$ cat config.mk
export PLATFORM = sky130hd
export DESIGN_NAME = arb4_rr_stage_flat
export DESIGN_NICKNAME = d
export VERILOG_FILES = /design/src/rtl/arb4_rr_stage_pkg.sv /design/src/rtl/arb4_rr_stage_if.sv /design/src/rtl/arb4_rr_stage_rr_pick4.sv /design/src/rtl/mux4_nbit.sv /design/src/rtl/arb4_rr_stage.sv /design/src/flat_wrapper.sv
export SDC_FILE = /design/constraint.sdc
export NUM_CORES = 1
export LEC_CHECK = 0
export CAP_MARGIN = 30
export CORE_AREA = 5 5 67 69
export CTS_CLUSTER_DIAMETER = 40
export DETAILED_ROUTE_END_ITERATION = 7
export DIE_AREA = 0 0 72 74
export GPL_TIMING_DRIVEN = 0
export PLACE_DENSITY = 0.89
export SYNTH_ARGS = -nofsm -noshare
export SYNTH_HDL_FRONTEND = slang
export SYNTH_SLANG_ARGS = --single-unit
export TNS_END_PERCENT = 1
$ cat constraint.sdc
create_clock -name clk -period 5.9 [get_ports clk]
set_input_delay 0.885 -clock clk [delete_from_list [all_inputs] [get_ports clk]]
set_output_delay 0.885 -clock clk [all_outputs]
set_load 0.05 [all_outputs]
$ cat src/rtl/arb4_rr_stage_pkg.sv
// Shared types and constants for the four-source round-robin arbiter stage.
// Used by rr_pick4 and arb4_rr_stage (optional burst lock: ARB4_BURST_LOCK_EN).
package kolum_arb_pkg;

   localparam int NUM_SRC = 4;
   localparam int SRC_W   = 2;

   typedef logic [SRC_W-1:0] src_idx_t;

   typedef enum logic [0:0] {
      LK_IDLE   = 1'b0,
      LK_LOCKED = 1'b1
   } lock_state_t;

   // Rotating source index; the 2-bit width gives the wrap from 3 back to 0.
   function automatic src_idx_t next_idx(input src_idx_t idx);
      return idx + src_idx_t'(1);
   endfunction

endpackage

$ cat src/rtl/arb4_rr_stage_if.sv
// Four-source request bus plus one downstream valid/ready stream.
// The in_last flags exist only when ARB4_BURST_LOCK_EN is defined.
interface arb4_rr_stage_if #(
   parameter int DataWidth = 16
);
   logic [3:0]           in_valid;
   logic [DataWidth-1:0] in_data_0;
   logic [DataWidth-1:0] in_data_1;
   logic [DataWidth-1:0] in_data_2;
   logic [DataWidth-1:0] in_data_3;
   logic [3:0]           in_ready;
`ifdef ARB4_BURST_LOCK_EN
   logic [3:0]           in_last;
`endif
   logic                 out_valid;
   logic [DataWidth-1:0] out_data;
   logic [1:0]           out_src;
   logic                 out_ready;

   modport slave (
      input  in_valid, in_data_0, in_data_1, in_data_2, in_data_3,
`ifdef ARB4_BURST_LOCK_EN
      input  in_last,
`endif
      input  out_ready,
      output in_ready, out_valid, out_data, out_src
   );

   modport master (
      output in_valid, in_data_0, in_data_1, in_data_2, in_data_3,
`ifdef ARB4_BURST_LOCK_EN
      output in_last,
`endif
      output out_ready,
      input  in_ready, out_valid, out_data, out_src
   );
endinterface

$ cat src/rtl/arb4_rr_stage_rr_pick4.sv
// Combinational rotate-priority picker: first requester at or after ptr wins.
module rr_pick4
   import kolum_arb_pkg::*;
(
   input  logic [NUM_SRC-1:0] req,
   input  src_idx_t           ptr,
   output src_idx_t           grant_idx,
   output logic               any_req
);
   src_idx_t idx;
   logic     found;

   always_comb begin
      grant_idx = '0;
      any_req   = |req;
      found     = 1'b0;
      idx       = ptr;
      for (int k = 0; k < NUM_SRC; k++) begin
         idx = ptr + src_idx_t'(k);
         if (!found && req[idx]) begin
            grant_idx = idx;
            found     = 1'b1;
         end
      end
   end
endmodule

$ cat src/rtl/mux4_nbit.sv
// Plain 4:1 multiplexer of MuxWidth-bit words, select 0 picks in0.
module mux4_nbit #(
   parameter int MuxWidth = 16
) (
   input  logic [MuxWidth-1:0] in0,
   input  logic [MuxWidth-1:0] in1,
   input  logic [MuxWidth-1:0] in2,
   input  logic [MuxWidth-1:0] in3,
   input  logic [1:0]          sel,
   output logic [MuxWidth-1:0] out_y
);
   always_comb begin
      unique case (sel)
         2'd0:    out_y = in0;
         2'd1:    out_y = in1;
         2'd2:    out_y = in2;
         default: out_y = in3;
      endcase
   end
endmodule

$ cat src/rtl/arb4_rr_stage.sv
// Round-robin 4:1 arbiter with a registered valid/ready output stage.
// Optional burst lock (source keeps the grant until in_last): ARB4_BURST_LOCK_EN.
module arb4_rr_stage
   import kolum_arb_pkg::*;
#(
   parameter int DataWidth = 16
) (
   input  logic clk,
   input  logic rst,
   arb4_rr_stage_if.slave bus
);
   logic                 out_valid_q, out_valid_d;
   logic [DataWidth-1:0] out_data_q, out_data_d;
   src_idx_t             out_src_q, out_src_d;
   src_idx_t             ptr_q, ptr_d;

   src_idx_t             pick_idx, grant_idx;
   logic                 pick_any, grant_any;
   logic                 can_load, xfer;
   logic [DataWidth-1:0] mux_out;

   rr_pick4 u_pick (
      .req       (bus.in_valid),
      .ptr       (ptr_q),
      .grant_idx (pick_idx),
      .any_req   (pick_any)
   );

   mux4_nbit #(.MuxWidth(DataWidth)) u_mux (
      .in0   (bus.in_data_0),
      .in1   (bus.in_data_1),
      .in2   (bus.in_data_2),
      .in3   (bus.in_data_3),
      .sel   (grant_idx),
      .out_y (mux_out)
   );

   // out_ready feeds straight through to in_ready so a full register can drain and refill in one cycle.
   assign can_load = !out_valid_q || bus.out_ready;

`ifdef ARB4_BURST_LOCK_EN
   lock_state_t lock_q, lock_d;
   src_idx_t    lock_idx_q, lock_idx_d;

   assign grant_idx = (lock_q == LK_LOCKED) ? lock_idx_q : pick_idx;
   assign grant_any = (lock_q == LK_LOCKED) ? bus.in_valid[lock_idx_q] : pick_any;
`else
   assign grant_idx = pick_idx;
   assign grant_any = pick_any;
`endif

   assign xfer = can_load && grant_any;

   for (genvar gi = 0; gi < NUM_SRC; gi++) begin : g_ready
      assign bus.in_ready[gi] = xfer && (grant_idx == src_idx_t'(gi));
   end

   always_comb begin
      out_valid_d = out_valid_q;
      out_data_d  = out_data_q;
      out_src_d   = out_src_q;
      if (xfer) begin
         out_valid_d = 1'b1;
         out_data_d  = mux_out;
         out_src_d   = grant_idx;
      end else if (bus.out_ready) begin
         out_valid_d = 1'b0;
      end
   end

`ifdef ARB4_BURST_LOCK_EN
   // The pointer only advances when a burst finishes, so a locked source cannot skip its turn order.
   always_comb begin
      ptr_d      = ptr_q;
      lock_d     = lock_q;
      lock_idx_d = lock_idx_q;
      if (xfer) begin
         if (lock_q == LK_IDLE) begin
            if (!bus.in_last[grant_idx]) begin
               lock_d     = LK_LOCKED;
               lock_idx_d = grant_idx;
            end else begin
               ptr_d = next_idx(grant_idx);
            end
         end else if (bus.in_last[lock_idx_q]) begin
            lock_d = LK_IDLE;
            ptr_d  = next_idx(lock_idx_q);
         end
      end
   end

   always_ff @(posedge clk or posedge rst) begin
      if (rst) begin
         lock_q     <= LK_IDLE;
         lock_idx_q <= '0;
      end else begin
         lock_q     <= lock_d;
         lock_idx_q <= lock_idx_d;
      end
   end
`else
   always_comb begin
      ptr_d = ptr_q;
      if (xfer) begin
         ptr_d = next_idx(grant_idx);
      end
   end
`endif

   always_ff @(posedge clk or posedge rst) begin
      if (rst) begin
         out_valid_q <= 1'b0;
         out_data_q  <= '0;
         out_src_q   <= '0;
         ptr_q       <= '0;
      end else begin
         out_valid_q <= out_valid_d;
         out_data_q  <= out_data_d;
         out_src_q   <= out_src_d;
         ptr_q       <= ptr_d;
      end
   end

   assign bus.out_valid = out_valid_q;
   assign bus.out_data  = out_data_q;
   assign bus.out_src   = out_src_q;
endmodule

$ cat src/flat_wrapper.sv
// flat-port wrapper written by rule: the top's interface ports become plain ports
module arb4_rr_stage_flat import kolum_arb_pkg::*;
#(
   parameter int DataWidth = 16
)
  (clk, rst, bus_in_valid, bus_in_data_0, bus_in_data_1, bus_in_data_2, bus_in_data_3, bus_out_ready, bus_in_ready, bus_out_valid, bus_out_data, bus_out_src);
  arb4_rr_stage_if #(.DataWidth(DataWidth)) bus_i ();
  input  logic clk;
  input  logic rst;
  input wire logic [$bits(bus_i.in_valid)-1:0] bus_in_valid;
  input wire logic [$bits(bus_i.in_data_0)-1:0] bus_in_data_0;
  input wire logic [$bits(bus_i.in_data_1)-1:0] bus_in_data_1;
  input wire logic [$bits(bus_i.in_data_2)-1:0] bus_in_data_2;
  input wire logic [$bits(bus_i.in_data_3)-1:0] bus_in_data_3;
  input wire logic [$bits(bus_i.out_ready)-1:0] bus_out_ready;
  output wire logic [$bits(bus_i.in_ready)-1:0] bus_in_ready;
  output wire logic [$bits(bus_i.out_valid)-1:0] bus_out_valid;
  output wire logic [$bits(bus_i.out_data)-1:0] bus_out_data;
  output wire logic [$bits(bus_i.out_src)-1:0] bus_out_src;
  assign bus_i.in_valid = bus_in_valid;
  assign bus_i.in_data_0 = bus_in_data_0;
  assign bus_i.in_data_1 = bus_in_data_1;
  assign bus_i.in_data_2 = bus_in_data_2;
  assign bus_i.in_data_3 = bus_in_data_3;
  assign bus_i.out_ready = bus_out_ready;
  assign bus_in_ready = bus_i.in_ready;
  assign bus_out_valid = bus_i.out_valid;
  assign bus_out_data = bus_i.out_data;
  assign bus_out_src = bus_i.out_src;
  arb4_rr_stage #(.DataWidth(DataWidth)) u_core (.clk(clk), .rst(rst), .bus(bus_i));
endmodule
==> impl_metrics.py <==
metrics = {
    "synthesis": {
        "synth_top_area_share_pct": 38.2,
        "synth_area_per_cell_sq_um": 9.11,
        "synth_compound_area_share_pct": 37.8,
        "yosysSeqAreaShare_pct": 38.2,
        "ys_warn_count": 0,
        "syn_inst": 151,
        "synthAdderAreaFrac_pct": 4.55,
        "synth.distinct_cells": 24,
        "netlist_top_cells_count": "inv_1, dfrtp_1",
        "synth_xor_area_share_pct": 0,
        "yosysTopAreaCell": "dfrtp_1",
        "synth_async_sr_flop_share_pct": 100,
        "synth.area.mux_share_pct": 1.64,
        "synth_top_family_by_area": "compound AO/OA/AOI/OAI gates",
        "syn-num-nets": 227,
        "ys_ff_latch": 21,
        "synth-simple-area-share_pct": 6.10,
        "syn-cell-area_sq_mm": 0.00138,
        "synth_edf_count": 0,
        "netlist_top_cells_area": "dfrtp_1, a221oi_1, a21o_1",
        "synth-main-ff-cell": "dfrtp_1",
        "synth_most_common_cell": "inv_1",
    },
    "drt": {
        "drt_iter0_drc": 53,
        "vias": 1547,
        "routed_wl_um": 4720,
        "drt-pass1-iter-count": 4,
        "vias_per_cell": 5.19,
        "drc": 0,
        "ant_nets": 0,
        "wl_per_cell_um": 15.8,
    },
    "layout": {
        "post-route-util_pct": 62.6,
        "area_growth_pct": 75.5,
        "nNetsFinal": 325,
        "insertedDiodeCount": 0,
        "stdcell_area_sq_mm": 0.00241,
        "drive_gt1_share_pct": 5.24,
    },
    "clock_network": {
        "clock_latency_ns": 0.25,
        "cts_root_buf": "clkbuf_8",
        "htree_levels": 1,
        "cts_resized": 0,
        "cts_tree": "yes",
        "ctsHoldBuffers": 0,
        "clk_path_buf_depth": 2,
        "clock_sinks": 21,
        "postCtsSetupBuffers": 0,
        "clkTransAtPathRegs_ns": 0.08,
        "cts_buffers": 3,
    },
    "sta": {
        "finalCriticalPeriod_ns": 4.81,
        "finalMaxSlewViolations": 0,
        "final-setup-viol-count": 0,
        "hold_viol_final": 0,
        "maxSlewHeadroom_pct": 45.0,
        "setup_tns_ns": 0,
        "setup_ws_ns": 1.09,
        "finalClockSkew_ns": 0.00214,
        "period_share_pct": 81.5,
        "tightest_slew_ns": 0.825,
        "rsz0062_at_grt": "false",
        "fmax_ghz": 0.208,
    },
    "job": {
        "drv_cap": 0,
    },
    "floorplan": {
        "core_sq_mm": 0.00386,
        "io-pin-count": 94,
        "die_w_um": 72,
        "initial_utilization_pct": 35.7,
        "num_rows": 23,
        "die_h_um": 74,
        "die-area_sq_mm": 0.00533,
    },
    "critical_path": {
        "startpoint_type": "input pin",
        "endpoint_kind": "output pin",
        "cp_data_required_time_ns": 5.02,
        "critPathKind": "in2out",
        "worstPathArrival_ns": 3.93,
        "cp_max_fo": 10,
    },
    "grt": {
        "overflow": 0,
        "grt_pass1_wl_um": 7460,
        "grt_use_total_pct": 17.6,
        "antenna_found_initial": 0,
        "grt_pass1_vias": 1624,
        "grt_max_degree": 22,
    },
    "place": {
        "dp_slack_ns": 1.03,
        "gp_congestion": 0.768,
        "postPlaceCellArea_sq_mm": 0.00237,
        "dp_hpwl_um": 3660,
        "portBuffers": 93,
    },
    "power": {
        "leakage_nw": 1.10,
        "power_density_mw_per_mm2": 439,
        "total_power_mw": 1.06,
        "ir_worst_vdd_mv": 0.203,
    },
    "run_status": {
        "status": "finished clean",
    },
    "worst_hold_path": {
        "hp-class": "reg2reg",
    },
}
power by group:
| part | internal (mW) | switching [mW] | total, mW |
|---|---|---|---|
| Combinational | 0.276 | 0.448 | 0.724 |
| Clock | 0.0480 | 0.0449 | 0.0929 |
| Sequential | 0.208 | 0.0340 | 0.242 |
registers in the layout, summed over array words and instances (netlist names):
register	flops
u_core.ptr_q	2
u_core.bus.out_valid	1
u_core.bus.out_data	16
u_core.bus.out_src	2
metal layers:
| layer | GRT usage (%) | routed length (um) | vias up | share of wire (%) |
|---|---|---|---|---|
| li1 | - | - | 744 | - |
| met1 | 20.4 | 1920 | 735 | 41 |
| met2 | 33.5 | 2360 | 66 | 50 |
| met3 | 5.00 | 433 | 2 | 9.2 |
| met4 | 1.88 | 12 | 0 | 0.25 |
| met5 | 0 | 0 | - | 0 |
final timing paths:
path	start	end	slack, ns	cells past startpoint
worst max-delay path	bus_in_valid[2]	bus_in_ready[0]	1.09	10
worst min-delay path	u_core.bus.out_data[6]$_DFFE_PP0P_	u_core.bus.out_data[6]$_DFFE_PP0P_	0.48	1
worst max register to register	u_core.ptr_q[0]$_DFFE_PP0P_	u_core.bus.out_data[8]$_DFFE_PP0P_	3.45	9
worst min register to register	u_core.bus.out_data[6]$_DFFE_PP0P_	u_core.bus.out_data[6]$_DFFE_PP0P_	0.48	1
max in group asynchronous	rst	u_core.ptr_q[1]$_DFFE_PP0P_	4.30	2
min in group asynchronous	rst	u_core.bus.out_data[3]$_DFFE_PP0P_	1.09	2
layout by cell type (no fill, tap or decap), drive strengths merged:
cell type	n
mux2	2
buf	7
nand2	4
nor2b	4
nor3b	1
a221oi	16
nor3	1
o22ai	1
nor4	1
nor2	5
a211oi	1
clkbuf	10
dfrtp	21
o41ai	1
ha	5
a21oi	16
o21ai	2
o21bai	1
clkdlybuf4s50	93
a22oi	16
inv	23
nand2b	1
a21o	16
worst max-delay path: stages:
cell,delay [ns]
clkdlybuf4s50_1,0.55
nor2b_1,0.21
nor3b_1,0.07
o22ai_1,0.34
ha_1,0.21
buf_2,0.20
clkbuf_1,0.45
inv_1,0.08
nor2_1,0.11
clkdlybuf4s50_1,0.81
stage by stage:
step | std cells | hold slack, ns
after floorplan | 151 | 0.503
after detailed placement | 294 | 0.464
final | 298 | 0.478
after global routing | 298 | 0.501
after global placement | 294 | 0.458
after CTS | 298 | 0.483
logic make-up (layout without fill, tap and decap cells):
family,count (synthesis),count (layout)
adder cells (fa/ha/maj),5,5
multiplexers,2,2
buffers and inverters,36,133
AO/OA/AOI/OAI,70,70
AND/OR/NAND/NOR,17,17
flip-flops,21,21
final cells by class:
cell class	count	area [sq um]
fill	350	1440
timing repair buffer	93	931
multi-input combinational	94	688
sequential	21	526
inverter	23	86.3
buffer	13	75.1
tap	50	62.6
clock buffer	4	45.0
No activity file was read; power rests on OpenSTA's default activity.
==> edit, RTL diff (same flow settings) <==
`DataWidth` is set to 16 in 3 places; all go to 32.
--- a/src/rtl/arb4_rr_stage_if.sv
+++ b/src/rtl/arb4_rr_stage_if.sv
@@ -1,7 +1,7 @@
 // Four-source request bus plus one downstream valid/ready stream.
 // The in_last flags exist only when ARB4_BURST_LOCK_EN is defined.
 interface arb4_rr_stage_if #(
-   parameter int DataWidth = 16
+   parameter int DataWidth = 32
 );
    logic [3:0]           in_valid;
    logic [DataWidth-1:0] in_data_0;
--- a/src/rtl/arb4_rr_stage.sv
+++ b/src/rtl/arb4_rr_stage.sv
@@ -3,7 +3,7 @@
 module arb4_rr_stage
    import kolum_arb_pkg::*;
 #(
-   parameter int DataWidth = 16
+   parameter int DataWidth = 32
 ) (
    input  logic clk,
    input  logic rst,
--- a/src/flat_wrapper.sv
+++ b/src/flat_wrapper.sv
@@ -1,7 +1,7 @@
 // flat-port wrapper written by rule: the top's interface ports become plain ports
 module arb4_rr_stage_flat import kolum_arb_pkg::*;
 #(
-   parameter int DataWidth = 16
+   parameter int DataWidth = 32
 )
   (clk, rst, bus_in_valid, bus_in_data_0, bus_in_data_1, bus_in_data_2, bus_in_data_3, bus_out_ready, bus_in_ready, bus_out_valid, bus_out_data, bus_out_src);
   arb4_rr_stage_if #(.DataWidth(DataWidth)) bus_i ();
Interface: changed (5 resized); port bits go from 94 to 174. The function was not compared with the original's and may differ.
==> edit against the original RTL <==
- synthesized cell count is 46% higher
- the run now fails in global placement (3_3_place_gp)
- area after synthesis up 80%
==> edit: results (changes against the original RTL) <==
| Metric | Value |
|---|---|
| Top post-synthesis cells by area | `dfrtp_1 37%, mux2i_1 13%, a222oi_1 13%, mux2_4 9.1%, mux2_2 8.2%` |
| Mean Syn Cell Area | `11.2 um^2 (+23%)` |
| FF+latch count, synth | `37 (+76%)` |
| FFs w/ async S/R, synth | `1.00 (unchanged)` |
| Sequential element share of the synthesized area | `0.373 (-0.00881)` |
| Number of port buffers | `173 (+86%)` |
| First Err | `[ERROR GPL-0301] Utilization 118.530 % exceeds 100%.` |
| Gate count of the mapped netlist | `221 (+46%)` |
| Last flow stage reached | `global placement (3_3_place_gp)` |
| Cell variety after synth | `28 (+17%)` |
| Outcome | `did not finish` |
| Top cells by count, synth | `37 x dfrtp_1, 34 x inv_1, 33 x mux2i_1` |
| Synth warn | `0 (unchanged)` |
| Net Count, Synth | `361 (+59%)` |
[edit: kinds of logic after synthesis]
kind of cell / share of synthesized area
mux: 0.306
buf+inv: 0.0928
compound gates: 0.151
flops: 0.373
simple gates: 0.0515
fa+ha+maj: 0.0252
